**config.mk**
```make
export PLATFORM = sky130hd
export DESIGN_NAME = moving_avg_filter_mc
export DESIGN_NICKNAME = d
export VERILOG_FILES = /design/src/rtl/moving_avg_filter_mc.sv
export SDC_FILE = /design/constraint.sdc
export NUM_CORES = 2
export LEC_CHECK = 0
export CORE_ASPECT_RATIO = 0.6
export CORE_MARGIN = 2
export CORE_UTILIZATION = 57
export CTS_CLUSTER_DIAMETER = 60
export CTS_CLUSTER_SIZE = 8
export DETAILED_ROUTE_END_ITERATION = 12
export HOLD_SLACK_MARGIN = 0.1
export PLACE_DENSITY = 0.84
export SLEW_MARGIN = 30
export SYNTH_ARGS = -nofsm -noshare
export SYNTH_HDL_FRONTEND = slang
export SYNTH_SLANG_ARGS = --single-unit
```
**constraint.sdc**
```tcl
create_clock -name clk -period 6.3 [get_ports clk]
set_clock_uncertainty 0.15 [all_clocks]
set_input_delay 0.63 -clock clk [delete_from_list [all_inputs] [get_ports clk]]
set_output_delay 0.63 -clock clk [all_outputs]
set_load 0.01 [all_outputs]
```
**src/rtl/moving_avg_filter_mc.sv**
```systemverilog
// moving_avg_filter_mc
// Multi-channel moving average over the last 2^w samples of each channel.
// Channels share one history RAM addressed {ch, ptr}. Pointer and fill state
// update in the accept cycle. The accumulator and output update one cycle
// later. This lets back-to-back samples on one channel flow without a stall.
module moving_avg_filter_mc #(
  parameter int DATA_WIDTH     = 16,
  parameter int MAX_WIND_WIDTH = 5,
  parameter int NUM_CH         = 4,
  localparam int CH_WIDTH      = (NUM_CH > 1) ? $clog2(NUM_CH) : 1,
  localparam int WSEL_WIDTH    = $clog2(MAX_WIND_WIDTH + 1)
) (
  input  logic                  clk,
  input  logic                  reset,
  input  logic                  flush,
  input  logic [WSEL_WIDTH-1:0] wind_sel,
  input  logic                  round_en,
  input  logic [DATA_WIDTH-1:0] x_N,
  input  logic [CH_WIDTH-1:0]   x_N_ch,
  input  logic                  x_N_valid,
  output logic [DATA_WIDTH-1:0] y_N,
  output logic [CH_WIDTH-1:0]   y_N_ch,
  output logic                  y_N_valid
);

  localparam int DEPTH      = 2 ** MAX_WIND_WIDTH;
  localparam int ACC_WIDTH  = DATA_WIDTH + MAX_WIND_WIDTH;
  localparam int SUM_WIDTH  = ACC_WIDTH + 1;
  localparam int FILL_WIDTH = MAX_WIND_WIDTH + 1;
  localparam int ADDR_WIDTH = CH_WIDTH + MAX_WIND_WIDTH;

  // reset and flush have identical effect on every piece of state
  logic clear;
  assign clear = reset | flush;

  // ---------------------------------------------------------------------------
  // Configuration captured at reset/flush time
  // ---------------------------------------------------------------------------
  logic [WSEL_WIDTH-1:0] w_q;
  logic                  round_q;
  logic [FILL_WIDTH-1:0] win_len;

  // latch window exponent (clamped) and rounding mode whenever state is cleared
  always_ff @(posedge clk) begin
    if (clear) begin
      w_q     <= (wind_sel > WSEL_WIDTH'(MAX_WIND_WIDTH)) ? WSEL_WIDTH'(MAX_WIND_WIDTH) : wind_sel;
      round_q <= round_en;
    end
  end

  assign win_len = FILL_WIDTH'(1) << w_q;

  // ---------------------------------------------------------------------------
  // Accept stage: channel lookup, pointer/fill update, RAM access
  // ---------------------------------------------------------------------------
  logic ch_in_range;

  generate
    if (NUM_CH == (1 << CH_WIDTH)) begin : g_full_range
      assign ch_in_range = 1'b1;
    end else begin : g_part_range
      assign ch_in_range = (x_N_ch < CH_WIDTH'(NUM_CH));
    end
  endgenerate

  logic accept;
  assign accept = x_N_valid & ch_in_range & ~clear;

  logic [MAX_WIND_WIDTH-1:0] wr_ptr [NUM_CH];
  logic [FILL_WIDTH-1:0]     fill   [NUM_CH];

  logic [MAX_WIND_WIDTH-1:0] cur_ptr;
  logic [MAX_WIND_WIDTH-1:0] rd_ptr;
  logic [FILL_WIDTH-1:0]     cur_fill;
  logic [FILL_WIDTH-1:0]     fill_next;
  logic                      full_before;
  logic                      full_after;
  logic [ADDR_WIDTH-1:0]     wr_addr;
  logic [ADDR_WIDTH-1:0]     rd_addr;

  assign cur_ptr     = wr_ptr[x_N_ch];
  assign cur_fill    = fill[x_N_ch];
  assign full_before = (cur_fill == win_len);
  assign fill_next   = full_before ? cur_fill : cur_fill + 1'b1;
  assign full_after  = (fill_next == win_len);
  // the sample leaving the window sits 2^w slots behind the write pointer;
  // at w = MAX_WIND_WIDTH this wraps onto the write address itself
  assign rd_ptr      = cur_ptr - win_len[MAX_WIND_WIDTH-1:0];
  assign wr_addr     = {x_N_ch, cur_ptr};
  assign rd_addr     = {x_N_ch, rd_ptr};

  // advance the channel's write pointer and saturating fill count on accept
  always_ff @(posedge clk) begin
    if (clear) begin
      for (int i = 0; i < NUM_CH; i++) begin
        wr_ptr[i] <= '0;
        fill[i]   <= '0;
      end
    end else if (accept) begin
      wr_ptr[x_N_ch] <= cur_ptr + 1'b1;
      fill[x_N_ch]   <= fill_next;
    end
  end

  // ---------------------------------------------------------------------------
  // History RAM: simple dual port, registered read-first read port
  // ---------------------------------------------------------------------------
  logic [DATA_WIDTH-1:0] mem [NUM_CH * DEPTH];
  logic [DATA_WIDTH-1:0] rd_data;

  // write the new sample and fetch the outgoing one; the read sees the old word
  always_ff @(posedge clk) begin
    if (accept) begin
      rd_data      <= mem[rd_addr];
      mem[wr_addr] <= x_N;
    end
  end

  // ---------------------------------------------------------------------------
  // Stage 1 registers
  // ---------------------------------------------------------------------------
  logic                  s1_valid;
  logic [CH_WIDTH-1:0]   s1_ch;
  logic [DATA_WIDTH-1:0] s1_x;
  logic                  s1_full_before;
  logic                  s1_full_after;

  // carry the accepted sample and its window state alongside the RAM read
  always_ff @(posedge clk) begin
    if (clear) begin
      s1_valid       <= 1'b0;
      s1_ch          <= '0;
      s1_x           <= '0;
      s1_full_before <= 1'b0;
      s1_full_after  <= 1'b0;
    end else begin
      s1_valid <= accept;
      if (accept) begin
        s1_ch          <= x_N_ch;
        s1_x           <= x_N;
        s1_full_before <= full_before;
        s1_full_after  <= full_after;
      end
    end
  end

  // ---------------------------------------------------------------------------
  // Stage 2: accumulate, round, scale
  // ---------------------------------------------------------------------------
  logic [ACC_WIDTH-1:0]  acc [NUM_CH];
  logic [DATA_WIDTH-1:0] x_old;
  logic [ACC_WIDTH-1:0]  acc_new;
  logic [SUM_WIDTH-1:0]  round_add;
  logic [SUM_WIDTH-1:0]  sum_rnd;
  logic [SUM_WIDTH-1:0]  shifted;
  logic [DATA_WIDTH-1:0] y_next;
  logic                  emit;

  // until the window has filled, nothing is leaving it, so subtract zero
  assign x_old     = s1_full_before ? rd_data : '0;
  assign acc_new   = acc[s1_ch] + ACC_WIDTH'(s1_x) - ACC_WIDTH'(x_old);
  assign round_add = (round_q && (w_q != '0)) ? (SUM_WIDTH'(1) << (w_q - 1'b1)) : '0;
  assign sum_rnd   = {1'b0, acc_new} + round_add;
  assign shifted   = sum_rnd >> w_q;
  assign y_next    = (|shifted[SUM_WIDTH-1:DATA_WIDTH]) ? '1 : shifted[DATA_WIDTH-1:0];
  assign emit      = s1_valid & s1_full_after;

  // commit the running sum of the channel that was in stage 1
  always_ff @(posedge clk) begin
    if (clear) begin
      for (int i = 0; i < NUM_CH; i++) begin
        acc[i] <= '0;
      end
    end else if (s1_valid) begin
      acc[s1_ch] <= acc_new;
    end
  end

  // register the average only once the channel's window is full
  always_ff @(posedge clk) begin
    if (clear) begin
      y_N       <= '0;
      y_N_ch    <= '0;
      y_N_valid <= 1'b0;
    end else begin
      y_N_valid <= emit;
      if (emit) begin
        y_N    <= y_next;
        y_N_ch <= s1_ch;
      end
    end
  end

endmodule
```
# Yosys cells after proc, flatten, opt, wreduce, memory -nomap -nowiden
# Memories as Yosys holds them, arrays and structs flattened. A register that Yosys moved wholly into a read port is not among the register bits.
# Index checks and enable logic that the tools add are counted.
# word_totals
n_memories,4
regBits,44
latchBits,0
ramBits,2176
rom_bits,0
out_inout_bits,19
input_bits,26
# classes
shifts,3
addsub,7
n_reduce_logical,6
magnitude_cmp,1
muxes,24
eq_ne,2
mul,0
n_bitwise,4
div_mod_pow,0
# memory_table
name,words,word_bits,rd,rd_ports_with_merged_regs,write_ports,line,source
mem,128,16,1,1,1,108,logic [DATA_WIDTH-1:0] mem [NUM_CH * DEPTH];
acc,4,21,1,1,4,150,logic [ACC_WIDTH-1:0] acc [NUM_CH];
fill,4,6,1,0,4,70,logic [FILL_WIDTH-1:0] fill [NUM_CH];
wr_ptr,4,5,1,0,4,69,logic [MAX_WIND_WIDTH-1:0] wr_ptr [NUM_CH];
# op_table
cell,n
16-bit two-way mux,2
21-bit by 22-bit adder with 22-bit output,1
22-bit two-way mux,1
1-bit by 3-bit << shifter with 22-bit output (first input constant),1
22-bit by 3-bit >> shifter with 22-bit output,1
21-bit by 16-bit adder with 21-bit output,1
21-bit two-way mux,1
21-bit OR reduction,1
21-bit by 16-bit subtractor with 21-bit output,1
6-bit == test,2
1-bit two-way mux,12
6-bit two-way mux,2
6-bit OR reduction,2
2-bit two-way mux,5
6-bit by 1-bit adder with 6-bit output (second input constant),1
1-bit by 3-bit << shifter with 6-bit output (first input constant),1
5-bit by 1-bit adder with 5-bit output (second input constant),1
5-bit two-way mux,1
5-bit OR reduction,1
5-bit subtractor,1
3-bit greater-than comparator (second input constant),1
3-bit nonzero test,1
3-bit by 1-bit subtractor with 3-bit output (second input constant),1
1-bit bitwise AND,2
3 further kinds,3

# Longest topological paths before layout
# depth
word_depth,8
mapped_depth,26

# Least setup slack after synthesis
# OpenSTA, ideal clock, no wires.
# synth_timing
kind,register to register
from,register with a tool-made name
to,register y_N[12]
t_arrival_ns,6.188
required_ns,6.011
path_stages_with_launch,24
period_less_slack_ns,6.476
slack_ns,-0.176
path_buffers,3
path_cell_list,dfxtp_1 > buf_1 > clkbuf_1 > mux4_2 > inv_1 > fa_1 > inv_1 > ha_1 > buf_2 > a21oi_1 > nand2_1 > xnor2_1 > inv_1 > ha_1 > a21boi_0 > a21oi_1 > a21o_1 > nor4_1 > nand3_1 > or2_1 > a221o_1 > or3_4 > nor4_1 > a221oi_1
# synth_rtl
item,line,source
"end signal, assigned",188,y_N <= y_next;
"end, declared",21,"output logic [DATA_WIDTH-1:0] y_N,"

# Worst setup path after layout
# layout_timing
from,register s1_full_before
to,register y_N[12]
# layout_via
elab_chain_len,6
# layout_lines
item,line,source
"start, declared",125,logic s1_full_before;
"start signal, assigned",141,s1_full_before <= full_before;
16-bit two-way mux (*),160,assign x_old = s1_full_before ? rd_data : '0;
21-bit by 16-bit subtractor with 21-bit output (*),161,assign acc_new = acc[s1_ch] + ACC_WIDTH'(s1_x) - ACC_WIDTH'(x_old);
21-bit by 22-bit adder with 22-bit output (*),163,"assign sum_rnd = {1'b0, acc_new} + round_add;"
22-bit by 3-bit >> shifter with 22-bit output (*),164,assign shifted = sum_rnd >> w_q;
6-bit OR reduction,165,assign y_next = (|shifted[SUM_WIDTH-1:DATA_WIDTH]) ? '1 : shifted[DATA_WIDTH-1:0];
16-bit two-way mux (*),165,
# Mark *: on every way between the ends. The rest lies on a longest branch, timed or not.
# A chain may end at the register's enable or synchronous reset.

==> run metrics <==
Max clock buf depth=4; Crit path required time=6.89 ns; # rows=113; total wire length=253000 um; Pleak=0.0339 uW; Syn-to-layout area delta=15.2%; Seq/Total Area, Yosys=0.739; status=complete, no violations; share of the synthesized area in the top cell type=0.730; CP Max Fanout=17; Avg Cell Area, Syn=19.5 sq um; Reg area=66800 sq um; prevailing post-synth register cell=edfxtp_1; initial antenna violation count=19; vias in the first global route=51500; Netlist cell types=78; TritonCTS clock tree=built; drt pass-1 iters=9; area of the multi-input gates=22300 sq um; TNS Setup=0 ns; RePlAce Congestion=0.932; Hold Fails Final Rpt=0; Total GRT Usage=0.314; global-route wire length before repair=366000 um; Critical R2R Launch=s1_full_before$_SDFFE_PP0P_; Cells after Synth=4624; Final setup violation count=0; PD cells=373 nW/um^2; die area=162000 sq um; CTS root buffer=clkbuf_16; capture point of the worst path=y_N[12]$_SDFFE_PP0P_; Worst Setup SP=s1_full_before$_SDFFE_PP0P_; DRC viols=0; DR WL/cell=35.0 um; HP Class=input pin to register; die height=312 um; antenna-violating nets left=0; largest net degree at the start of global routing=93; crit path capture type=register; worst r2r dst=y_N[12]$_SDFFE_PP0P_; most frequent cells in the layout=2196 x edfxtp_1, 544 x mux4_2, 331 x clkbuf_16; Worst slew margin=0.271; starting density of the core=0.573; Via density=7.08; R2R setup slack=0.24 ns; vias after detailed routing=51100; 1st-iter DRT viols=9603; Top-Level Pins=45; Setup CP Type=register to register; RSZ-0062 raised after global routing=no; clock buffer count from CTS=329; fmax=0.165 GHz; Async S/R FF share, synth=0; Max Cap Viol=0; startpoint types=register; Period Utilization, post-route=0.962; H-tree depth=5; worst IR drop on VDD=319 uV; #FFs+latches synth=2238; Sink Count=2238; Yosys top cell by area=edfxtp_1; commonest non-fill, non-tap cell in the layout=edfxtp_1; Post-synth EDFFs=2196; top cells by area, synth=edfxtp_1 73%, mux4_2 14%, a211oi_1 2.2%; Core Util, Final=0.659; Worst EP arrival=6.65 ns; grt total ovfl=0; fin crit period=6.06 ns; Fillers=9413; Port-buffer cells=44; Worst Tran Pin Value=1.09 ns; clock slew at reported path FFs=0.05 ns; syn_nets=4705; mapped cell area=90300 sq um; core area=158000 sq um; Synthesis Warnings=0; count of final max-slew check failures=0; DP HPWL=138000 um; nets=5139; Die Wd=518 um; Reg2Reg Depth=22; worst skew pair latency=0.94 ns; layout cells sized above 1=0.252
## cell usage after synthesis, types with 6 or more instances
cell / count
a211oi_1: 262
a21o_1: 17
a21oi_1: 41
a31oi_1: 16
and2_1: 21
and3_1: 11
buf_1: 62
buf_2: 10
clkbuf_1: 199
dfxtp_1: 42
edfxtp_1: 2196
fa_1: 18
ha_1: 37
inv_1: 86
mux2_2: 6
mux2i_1: 171
mux4_2: 544
nand2_1: 87
nand2b_1: 15
nand3_1: 22
nand4_1: 22
nor2_1: 322
nor2b_1: 143
nor3_1: 14
nor4_1: 9
o211ai_1: 12
o21ai_0: 91
o221ai_1: 10
or2_2: 8
xnor2_1: 25
xor2_1: 20
## metrics by stage
| step | setup WS [ns] | hold slack [ns] | cell area [sq um] | instances | total power, uW |
|---|---|---|---|---|---|
| 3_3_place_gp | 0.0435 | 0.326 | 95100 | 6837 | 23100 |
| 3_5_place_dp | -0.0470 | 0.339 | 95200 | 6838 | 23200 |
| 2_1_floorplan | 0.0293 | 0.310 | 90300 | 4624 | 20700 |
| 5_1_grt | 0.0133 | 0.173 | 104000 | 7217 | 39600 |
| 6_report | 0.238 | 0.166 | 104000 | 7221 | 38800 |
| 4_1_cts | 0.00107 | 0.162 | 104000 | 7210 | 38600 |
## worst max-delay path, cell delays in order, from the launching register on
cell and delay (ns):
dfxtp_1 0.77, and2_1 0.22, ha_1 0.23, inv_1 0.09, ha_2 0.22, inv_1 0.07, fa_1 0.49, nand2b_2 0.24
nand2b_1 0.10, a21oi_1 0.12, xor2_2 0.21, inv_1 0.06, ha_1 0.37, nand2_1 0.09, o22ai_1 0.23, a311oi_1 0.19
nor4_2 0.43, nand4_1 0.23, xor2_1 0.20, a221o_1 0.41, or3_4 0.41, nor4_1 0.28, a221oi_1 0.11
## power breakdown
part / switching, uW / leakage [uW] / total (uW) / internal (uW)
Sequential: 31.0 / 0.0204 / 16500 / 16500
Combinational: 4380 / 0.00936 / 6940 / 2560
Clock: 6110 / 0.00417 / 15400 / 9240
## cell type report
cell class	count	area share
sequential	2238	0.642
inverter	86	0.00310
antenna	4	0.0000962
multi-input combinational	2023	0.215
tap	2127	0.0256
clock buffer	352	0.0804
clock inverter	11	0.00147
timing repair buffer	380	0.0328
## metal layers
metal,vias up,routed length (um),part of all wire,global-route usage
li1,19700,-,-,-
met1,25900,87900,0.35,0.450
met2,4867,114000,0.45,0.459
met3,695,41800,0.17,0.106
met4,20,8790,0.035,0.104
met5,-,176,0.00070,0
## logic make-up (layout without fill, tap and decap cells)
group	count (synthesis)	in the layout	share of synthesized area
buffers and inverters	363	829	0.0157
xor gates and xnor gates	45	45	0.00436
DFF	2238	2238	0.739
muxes	721	721	0.155
adders and majority gates	55	55	0.00911
and+or+nand+nor	698	698	0.0373
other	0	4	0
AOI/OAI and AO/OA	504	504	0.0390
## sequential cells by signal (all words and copies together), names as in the netlist, named ones only
| name | count |
|---|---|
| mem | 2048 |
| acc | 84 |
| fill | 24 |
| wr_ptr | 20 |
| rd_data | 16 |
| s1_x | 16 |
| y_N | 16 |
| w_q | 3 |
| s1_ch | 2 |
| y_N_ch | 2 |
| round_q | 1 |
| s1_full_after | 1 |
| s1_full_before | 1 |
| s1_valid | 1 |
| y_N_valid | 1 |
## what timing repair did
action,in CTS,in global routing
endpoints found under the setup margin,16,16
gates resized for setup,3,13
hold buffers,9,2
pin swaps,1,5
setup buffers,0,3
hold endpoints to repair,305,48
## worst min-delay path by stage
stage / start / end / slack, ns / depth (start not counted)
2_1_floorplan: s1_x[10]$_SDFFE_PP0P_ / s1_x[10]$_SDFFE_PP0P_ / 0.31 / 2
3_3_place_gp: s1_x[6]$_SDFFE_PP0P_ / s1_x[6]$_SDFFE_PP0P_ / 0.33 / 2
3_5_place_dp: s1_x[6]$_SDFFE_PP0P_ / s1_x[6]$_SDFFE_PP0P_ / 0.34 / 2
4_1_cts: round_en / round_q$_DFFE_PP_ / 0.16 / 1
5_1_grt: round_en / round_q$_DFFE_PP_ / 0.17 / 1
6_report: x_N[4] / mem[104][4]$_DFFE_PP_ / 0.17 / 1
No activity file was read; power rests on OpenSTA's default activity.
